$ cat config.mk
export PLATFORM = sky130hd
export DESIGN_NAME = gb_timer_unit_flat
export DESIGN_NICKNAME = d
export VERILOG_FILES = /design/src/rtl/gb_timer_pkg.sv /design/src/rtl/gb_timer_if.sv /design/src/rtl/gb_timer_edge_det.sv /design/src/rtl/gb_timer_unit.sv /design/src/flat_wrapper.sv
export SDC_FILE = /design/constraint.sdc
export NUM_CORES = 1
export LEC_CHECK = 0
export ABC_AREA = 1
export CAP_MARGIN = 20
export CORE_MARGIN = 2
export CORE_UTILIZATION = 60
export CTS_BUF_LIST = sky130_fd_sc_hd__clkbuf_16
export CTS_CLUSTER_SIZE = 10
export DETAILED_ROUTE_END_ITERATION = 10
export PLACE_DENSITY = 0.83
export SLEW_MARGIN = 0
export SYNTH_ARGS = -nofsm -noshare
export SYNTH_HDL_FRONTEND = slang
export SYNTH_SLANG_ARGS = --single-unit
$ cat constraint.sdc
create_clock -name clock -period 2.4 [get_ports clock]
set_input_delay 0.24 -clock clock [delete_from_list [all_inputs] [get_ports clock]]
set_output_delay 0.24 -clock clock [all_outputs]
set_load 0.01 [all_outputs]
$ cat src/rtl/gb_timer_pkg.sv
// Shared definitions for the DMG timer: register offsets, FSM states and the
// table that picks which counter bit clocks TIMA.
package gb_timer_pkg;

    localparam int CNT_WIDTH_DEF       = 16;
    localparam int OVF_DELAY_TICKS_DEF = 4;

    localparam logic [1:0] REG_DIV  = 2'd0;
    localparam logic [1:0] REG_TIMA = 2'd1;
    localparam logic [1:0] REG_TMA  = 2'd2;
    localparam logic [1:0] REG_TAC  = 2'd3;

    typedef enum logic {
        RUN = 1'b0,
        OVF = 1'b1
    } timer_state_t;

    // TAC[1:0] -> system counter bit whose falling edge advances TIMA
    function automatic logic [3:0] tac_bit_idx(input logic [1:0] clk_sel);
        logic [3:0] idx;
        case (clk_sel)
            2'b00:   idx = 4'd9;
            2'b01:   idx = 4'd3;
            2'b10:   idx = 4'd5;
            default: idx = 4'd7;
        endcase
        return idx;
    endfunction

endpackage

$ cat src/rtl/gb_timer_if.sv
// CPU-side register bus of the timer plus its interrupt request line.
interface gb_timer_if;
    import gb_timer_pkg::*;

    logic [1:0] reg_sel;
    logic       wr_en;
    logic [7:0] wdata;
    logic [7:0] rdata;
    logic       irq_timer;

    modport master (
        output reg_sel, wr_en, wdata,
        input  rdata, irq_timer
    );

    modport slave (
        input  reg_sel, wr_en, wdata,
        output rdata, irq_timer
    );
endinterface

$ cat src/rtl/gb_timer_edge_det.sv
// Holds the previous TIMA clock level and flags a 1->0 transition.
module gb_timer_edge_det (
    input  logic clock,
    input  logic reset,
    input  logic level,
    output logic fall
);
    logic level_reg;

    always_ff @(posedge clock) begin
        if (reset) begin
            level_reg <= 1'b0;
        end else begin
            level_reg <= level;
        end
    end

    assign fall = level_reg & ~level;
endmodule

$ cat src/rtl/gb_timer_unit.sv
// DMG timer: DIV system counter, TIMA/TMA/TAC and the delayed TMA reload with
// its interrupt pulse. All state advances on tick_en except register writes.
module gb_timer_unit
    import gb_timer_pkg::*;
#(
    parameter int CNT_WIDTH       = CNT_WIDTH_DEF,
    parameter int OVF_DELAY_TICKS = OVF_DELAY_TICKS_DEF
) (
    input  logic       clock,
    input  logic       reset,
    input  logic       tick_en,
    gb_timer_if.slave  bus
);
    localparam int DELAY_W = $clog2(OVF_DELAY_TICKS + 1);
    localparam logic [DELAY_W-1:0] DELAY_INIT = DELAY_W'(OVF_DELAY_TICKS - 1);

    logic [CNT_WIDTH-1:0] cnt_reg, cnt_next;
    logic [7:0]           tima_reg, tima_next;
    logic [7:0]           tma_reg, tma_next;
    logic [2:0]           tac_reg, tac_next;
    logic [DELAY_W-1:0]   delay_reg, delay_next;
    logic [7:0]           rdata_reg, rdata_next;
    logic                 irq_reg, irq_next;
    timer_state_t         state_reg, state_next;

    logic div_wr, tima_wr, tma_wr, tac_wr;
    logic inc_sig, inc_pulse, reload;

    assign div_wr  = bus.wr_en && (bus.reg_sel == REG_DIV);
    assign tima_wr = bus.wr_en && (bus.reg_sel == REG_TIMA);
    assign tma_wr  = bus.wr_en && (bus.reg_sel == REG_TMA);
    assign tac_wr  = bus.wr_en && (bus.reg_sel == REG_TAC);

    // Any drop of this level counts, including ones caused by DIV/TAC writes
    assign inc_sig = tac_reg[2] & cnt_reg[tac_bit_idx(tac_reg[1:0])];

    gb_timer_edge_det u_edge_det (
        .clock (clock),
        .reset (reset),
        .level (inc_sig),
        .fall  (inc_pulse)
    );

    assign reload = (state_reg == OVF) && tick_en && (delay_reg == '0);

    always_ff @(posedge clock) begin
        if (reset) begin
            state_reg <= RUN;
            delay_reg <= '0;
            cnt_reg   <= '0;
            tima_reg  <= '0;
            tma_reg   <= '0;
            tac_reg   <= '0;
            rdata_reg <= '0;
            irq_reg   <= 1'b0;
        end else begin
            state_reg <= state_next;
            delay_reg <= delay_next;
            cnt_reg   <= cnt_next;
            tima_reg  <= tima_next;
            tma_reg   <= tma_next;
            tac_reg   <= tac_next;
            rdata_reg <= rdata_next;
            irq_reg   <= irq_next;
        end
    end

    always_comb begin
        state_next = state_reg;
        delay_next = delay_reg;
        case (state_reg)
            RUN: begin
                if (!tima_wr && inc_pulse && (tima_reg == 8'hFF)) begin
                    state_next = OVF;
                    delay_next = DELAY_INIT;
                end
            end
            OVF: begin
                if (reload || tima_wr) begin
                    state_next = RUN;
                    delay_next = '0;
                end else if (tick_en) begin
                    delay_next = delay_reg - 1'b1;
                end
            end
            default: state_next = RUN;
        endcase
    end

    always_comb begin
        cnt_next  = cnt_reg;
        tma_next  = tma_wr ? bus.wdata : tma_reg;
        tac_next  = tac_wr ? bus.wdata[2:0] : tac_reg;
        tima_next = tima_reg;
        irq_next  = 1'b0;

        if (div_wr) begin
            cnt_next = '0;
        end else if (tick_en) begin
            cnt_next = cnt_reg + 1'b1;
        end

        // On the reload clock TMA (including a same-clock TMA write) beats a TIMA write
        if (reload) begin
            tima_next = tma_next;
            irq_next  = 1'b1;
        end else if (tima_wr) begin
            tima_next = bus.wdata;
        end else if (inc_pulse) begin
            tima_next = tima_reg + 8'd1;
        end

        case (bus.reg_sel)
            REG_DIV:  rdata_next = cnt_reg[CNT_WIDTH-1 -: 8];
            REG_TIMA: rdata_next = tima_reg;
            REG_TMA:  rdata_next = tma_reg;
            default:  rdata_next = {5'b11111, tac_reg};
        endcase
    end

    assign bus.rdata     = rdata_reg;
    assign bus.irq_timer = irq_reg;
endmodule

$ cat src/flat_wrapper.sv
// flat-port wrapper written by rule: the top's interface ports become plain ports
module gb_timer_unit_flat import gb_timer_pkg::*;
#(
    parameter int CNT_WIDTH       = CNT_WIDTH_DEF,
    parameter int OVF_DELAY_TICKS = OVF_DELAY_TICKS_DEF
)
  (clock, reset, tick_en, bus_reg_sel, bus_wr_en, bus_wdata, bus_rdata, bus_irq_timer);
  gb_timer_if bus_i ();
  input  logic clock;
  input  logic reset;
  input  logic tick_en;
  input wire logic [$bits(bus_i.reg_sel)-1:0] bus_reg_sel;
  input wire logic [$bits(bus_i.wr_en)-1:0] bus_wr_en;
  input wire logic [$bits(bus_i.wdata)-1:0] bus_wdata;
  output wire logic [$bits(bus_i.rdata)-1:0] bus_rdata;
  output wire logic [$bits(bus_i.irq_timer)-1:0] bus_irq_timer;
  assign bus_i.reg_sel = bus_reg_sel;
  assign bus_i.wr_en = bus_wr_en;
  assign bus_i.wdata = bus_wdata;
  assign bus_rdata = bus_i.rdata;
  assign bus_irq_timer = bus_i.irq_timer;
  gb_timer_unit #(.CNT_WIDTH(CNT_WIDTH), .OVF_DELAY_TICKS(OVF_DELAY_TICKS)) u_core (.clock(clock), .reset(reset), .tick_en(tick_en), .bus(bus_i));
endmodule
==> results.toml, run 1 <==
[clocking]
clk_pin_slew_ns = 0.06
insertion_delay_ns = 0.28
ctsHoldBuffers = 0
cts_resized = 0
cts_buffers = 5
cts_setup_buffers = 0
cts_tree = "built"
h-tree-depth = 2
cts_buffer_depth = 2
cts_sinks = 49
clockRootBuffer = "clkbuf_16"

[sta]
max_freq_ghz = 0.567
rsz0062_at_grt = "no"
setup_viol = 0
finalSetupTns_ns = 0
slew-limit-headroom_pct = 67.3
hold_viol_final = 0
hold_ws_ns = 0.491
tightest_slew_ns = 0.489
drv_slew = 0
clock_skew_ns = 0.00565
fin_ws_ns = 0.636
final.min_clock_period_ns = 1.76
period_share_pct = 73.5

[critical_path]
cp-endpoint = "u_core.tima_reg[4]"
required_ns = 2.63
startpoint = "u_core.delay_reg[0]"
r2r_start = "u_core.delay_reg[0]"
path_class = "reg -> reg"
end_kind = "flip-flop"
ff2ff_path_depth = 10
r2r_end = "u_core.tima_reg[4]"
ff2ff_setup_slack_ns = 0.64
arrival_ns = 1.99
worstPathMaxFanout = 10
worst_setup_path_start_kind = "flip-flop"

[global_route]
met1_usage_pct = 33.4
use_met2_pct = 42.1
grtUsageMet3_pct = 3.49
grt_start_max_net_pins = 23
top_usage_layer = "met2"
antenna_found_initial = 0
grt_pass1_wl_um = 9920
grt_pass1_vias = 2262
grt_usage_pct = 25.4
grt-ovfl-total = 0

[synthesis]
synth.most_common_cell = "nand2_1"
synthArstFlopShare_pct = 0
synth_top_area_share_pct = 37.9
synthFlopType = "dfxtp_1"
ys_seq_elements = 49
synth.largest_area_cell = "dfxtp_1"
ys_seq_area_share_pct = 37.9
synth_fp_nets = 413
synth_area_sq_um = 2590
yosysUniqueCellTypes = 32
yosys-top-cells-area = "dfxtp_1 38%, nand2_1 15%, inv_1 8.6%"
synth_edf_count = 0
synthTopCellsByCount = "105 x nand2_1, 59 x inv_1, 52 x nor2_1"
avgSynthCellArea_sq_um = 6.55
ys_warn_count = 0
syn_inst = 395

[drt]
drt_wl_total_um = 6130
vias = 2562
drt_iter0_drc = 264
via_per_inst = 5.46
drt_pass1_iterations = 6
final_antenna_net_count = 0
post_drt_wl_per_cell_um = 13.1
drc = 0

[placement]
gp_congestion = 0.955
dpl.hpwl_um = 4540
io_buffers = 22
placed_cell_area_sq_um = 2840
place_inst = 462
dpl_worst_slack_ns = 0.373

[floorplan]
num_rows = 23
die_h_um = 69.7
initial_core_util_pct = 63.3
core_sq_um = 4090
die-area_sq_um = 4850
fp.dieW_um = 69.7
io_pins = 23

[layout]
multi_input_comb_area_sq_um = 1320
final_nets = 437
n_antenna_cell = 0
finalNonFillerCells = 469
final-seq-area_sq_um = 981
drive_above_1_share_pct = 4.77
largest_reg_flops = 16
syn2layout_area_growth_pct = 14.8
fill_cells = 353
fin_area_sq_um = 2970

[power_and_ir_drop]
peakVddDrop_uv = 347
p_leak_nw = 1.35
p_per_area_nw_per_um2 = 576

[run]
maxCapViolCount = 0

[status]
status = "completed"

[min_path]
hold_path.class = "reg -> reg"
-- metal layers --
layer  up-vias  share of wire (%)
li1       1304                  -
met1      1138                 44
met2       107                 46
met3        13                7.2
met4         0                2.0
met5         -                  0
-- placed cells by master, fill, tap and decap left out, types with 6 or more instances in the layout --
cell type and count:
nand3_1 33, clkdlybuf4s50_1 22, o21ai_0 15, nor3_1 6, o2111ai_1 8, nor2_1 52, a21oi_1 17, dfxtp_1 49
nand2_1 105, o21ai_1 7, inv_1 60
-- how the worst min path moves through the flow --
| stage | depth (start not counted) | start | to |
|---|---|---|---|
| 2_1_floorplan | 1 | reset | u_core.state_reg |
| 3_3_place_gp | 2 | u_core.cnt_reg[1] | u_core.cnt_reg[1] |
| 3_5_place_dp | 2 | u_core.cnt_reg[6] | u_core.cnt_reg[6] |
| 4_1_cts | 2 | u_core.cnt_reg[1] | u_core.cnt_reg[1] |
| 5_1_grt | 2 | u_core.cnt_reg[6] | u_core.cnt_reg[6] |
| 6_report | 2 | u_core.cnt_reg[1] | u_core.cnt_reg[1] |
-- where the power goes --
group,leakage (nW),switching (mW),internal [mW]
Sequential,0.399,0.0204,0.840
Combinational,0.884,0.114,0.0789
Clock,0.0685,0.286,0.373
Total,1.35,0.420,1.29
-- metrics by stage --
| stage | total power [mW] | util, % |
|---|---|---|
| 5_1_grt | 1.77 | 72.7 |
| 6_report | 1.71 | 72.7 |
| 3_5_place_dp | 1.07 | 69.5 |
| 4_1_cts | 1.72 | 72.7 |
| 3_3_place_gp | 1.06 | 69.5 |
| 2_1_floorplan | 0.995 | - |
-- worst max-delay path: stages, from the launching register on --
cell and delay [ns]:
dfxtp_1 0.32, inv_1 0.05, ha_1 0.20, ha_1 0.18
nand3_2 0.18, clkinv_1 0.27, o21ai_0 0.22, nand2_1 0.07
o21ai_1 0.08, nor2_1 0.07, nor2_1 0.07
-- logic make-up (layout without fill, tap and decap cells) --
logic type                 count (synthesis)  count (layout)  share of synthesized area [%]
AOI/OAI and AO/OA                         54              54                           12.3
xor gates and xnor gates                   5               5                           1.69
adders and majority gates                  4               4                           1.93
buffers and inverters                     71              95                           11.1
DFF                                       49              49                           37.9
and+or+nand+nor                          212             212                           35.1
-- cell type report --
type | count | share of cell area [%]
Clock buffer | 5 | 4.21
Tap cell | 50 | 2.11
Clock inverter | 2 | 0.253
Multi-Input combinational cell | 275 | 44.4
Inverter | 64 | 8.08
Sequential cell | 49 | 33.0
Timing Repair Buffer | 24 | 7.92
(Power assumes the default switching activity.)
==> inputs of run 2 (changes only) <==
CORE_UTILIZATION = 52   (was 60)
PLACE_DENSITY = 0.76   (was 0.83)
clock period = 1.5 ns   (was 2.4 ns; I/O delays follow)
==> results.toml, run 2 (synthesis gave the netlist of run 1 again) <==
[clocking]
cts_buffer_depth = 2
insertion_delay_ns = 0.28
cts_sinks = 49
h-tree-depth = 2
ctsHoldBuffers = 0
cts_tree = "built"
clockRootBuffer = "clkbuf_16"
cts_buffers = 5
clk_pin_slew_ns = 0.06

[floorplan]
io_pins = 23
initial_core_util_pct = 54.4
die-area_sq_um = 5560
core_sq_um = 4750
die_h_um = 74.5
fp.dieW_um = 74.5
num_rows = 25

[global_route]
grt_start_max_net_pins = 18
grt_pass1_wl_um = 10800
grt_usage_pct = 25.5
grt_pass1_vias = 2396
antenna_found_initial = 0
grt-ovfl-total = 0

[critical_path]
arrival_ns = 1.65
end_kind = "flip-flop"
path_class = "reg -> reg"
crit_chain = "inv_2 > ha_4 > ha_4 > nand3_4 > nand2_4 > buf_6 > o211ai_1 > nand2_1 > inv_1 > nand2_1 > inv_1"
path_depth = 11
required_ns = 1.73
ff2ff_path_depth = 11
cpLargestDelayFamily = "flip-flops"
worst_setup_path_start_kind = "flip-flop"
ff2ff_setup_slack_ns = 0.08
worstPathMaxFanout = 3
max_stage_delay_ns = 0.33
r2r_end = "u_core.delay_reg[0]"
r2r_start = "u_core.delay_reg[0]"
cp.buffers_inverters = 4
cpMaxStageDelayCell = "dfxtp_2"

[run]
maxCapViolCount = 0

[sta]
finalSetupTns_ns = 0
final.min_clock_period_ns = 1.42
drv_slew = 0
tightest_slew_ns = 0.409
max_freq_ghz = 0.704
setup_viol = 0
clock_skew_ns = 0.00546
slew-limit-headroom_pct = 72.7
hold_viol_final = 0
hold_ws_ns = 0.489
period_share_pct = 94.7

[layout]
final_nets = 467
multi_input_comb_area_sq_um = 1400
syn2layout_area_growth_pct = 29.4
fill_cells = 428
final-seq-area_sq_um = 983
final_common_cell = "nand2_1"
largest_reg_flops = 16
drive_above_1_share_pct = 14.9
finalNonFillerCells = 517
final_cell_mix = "104 x nand2_1, 57 x inv_1, 49 x nor2_1, 47 x dfxtp_1, 32 x nand3_1"
n_antenna_cell = 0

[placement]
dpl.hpwl_um = 4800
gp_congestion = 0.915
place_inst = 508
io_buffers = 22

[min_path]
min_to = "u_core.cnt_reg[1]"
hold_path.class = "reg -> reg"
holdPathStages = 2
hp-start = "u_core.cnt_reg[1]"

[drt]
drc = 0
drt_wl_total_um = 6580
final_antenna_net_count = 0
drt_iter0_drc = 214
drt_pass1_iterations = 5
via_per_inst = 5.11
vias = 2640
post_drt_wl_per_cell_um = 12.7

[power_and_ir_drop]
p_switching_uw = 685
p_seq_share_pct = 46.1
p_int_mw = 2.29
power_frac_comb_pct = 12.6
power.share.switching_pct = 23.0
peakVddDrop_uv = 497
p_leak_nw = 1.53
p_clk_share_pct = 41.4
p_per_area_nw_per_um2 = 889

[status]
status = "completed"
## run 2: timing repair
item | 4_1_cts | 5_1_grt
setup buffers | 0 | 1
pin swaps | 1 | 7
gates resized for setup | 7 | 23
endpoints found under the setup margin | 10 | 16
cloned | 0 | 0
## run 2: power by group through the flow
stage | sequential (mW) | clock (mW) | combinational (mW)
3_3_place_gp | 1.40 | 0 | 0.354
5_1_grt | 1.37 | 1.31 | 0.421
6_report | 1.37 | 1.23 | 0.374
4_1_cts | 1.37 | 1.26 | 0.364
3_5_place_dp | 1.40 | 0 | 0.358
2_1_floorplan | 1.40 | 0 | 0.192
## run 2: cell type report
class                           instances  share of cell area, %
Tap cell                               67                   2.50
Timing Repair Buffer                   54                   14.0
Sequential cell                        49                   29.4
Clock inverter                          3                   1.12
Multi-Input combinational cell        275                   41.8
Clock buffer                            5                   3.74
Inverter                               64                   7.47
## run 2: routing by layer
layer	share of wire (%)	up-vias	global-route usage (%)	wire [um]
li1	-	1363	-	-
met1	47	1152	35.6	3090
met2	44	100	39.0	2920
met3	5.4	25	4.74	353
met4	3.3	0	10.1	218
met5	0	-	0	0
## run 2: worst min-delay path, cell delays in order, from the launching register on
cell	delay, ns
dfxtp_1	0.32
nand2_1	0.06
a21oi_1	0.05
## run 2: how the worst max path moves through the flow
| stage | from | end | slack [ns] |
|---|---|---|---|
| finish | u_core.delay_reg[0] | u_core.delay_reg[0] | 0.08 |
| global placement | bus_reg_sel[0] | u_core.tima_reg[2] | -0.20 |
| floorplan | u_core.delay_reg[0] | u_core.tima_reg[4] | 0.05 |
| detailed placement | bus_reg_sel[0] | u_core.tima_reg[6] | -0.25 |
| CTS | u_core.delay_reg[0] | u_core.delay_reg[0] | 0.00008 |
| global route | u_core.tima_reg[0] | u_core.delay_reg[2] | -0.02 |
## run 2: stage by stage
| stage | util, % | setup slack (ns) | total power, mW | cell area [sq um] |
|---|---|---|---|---|
| after floorplan | - | 0.0515 | 1.59 | 2590 |
| after global placement | 64.8 | -0.198 | 1.75 | 3080 |
| after detailed placement | 64.8 | -0.247 | 1.76 | 3080 |
| after CTS | 68.7 | 0.0000815 | 3.00 | 3260 |
| after global routing | 70.4 | -0.0161 | 3.11 | 3350 |
| final | 70.4 | 0.0802 | 2.98 | 3350 |
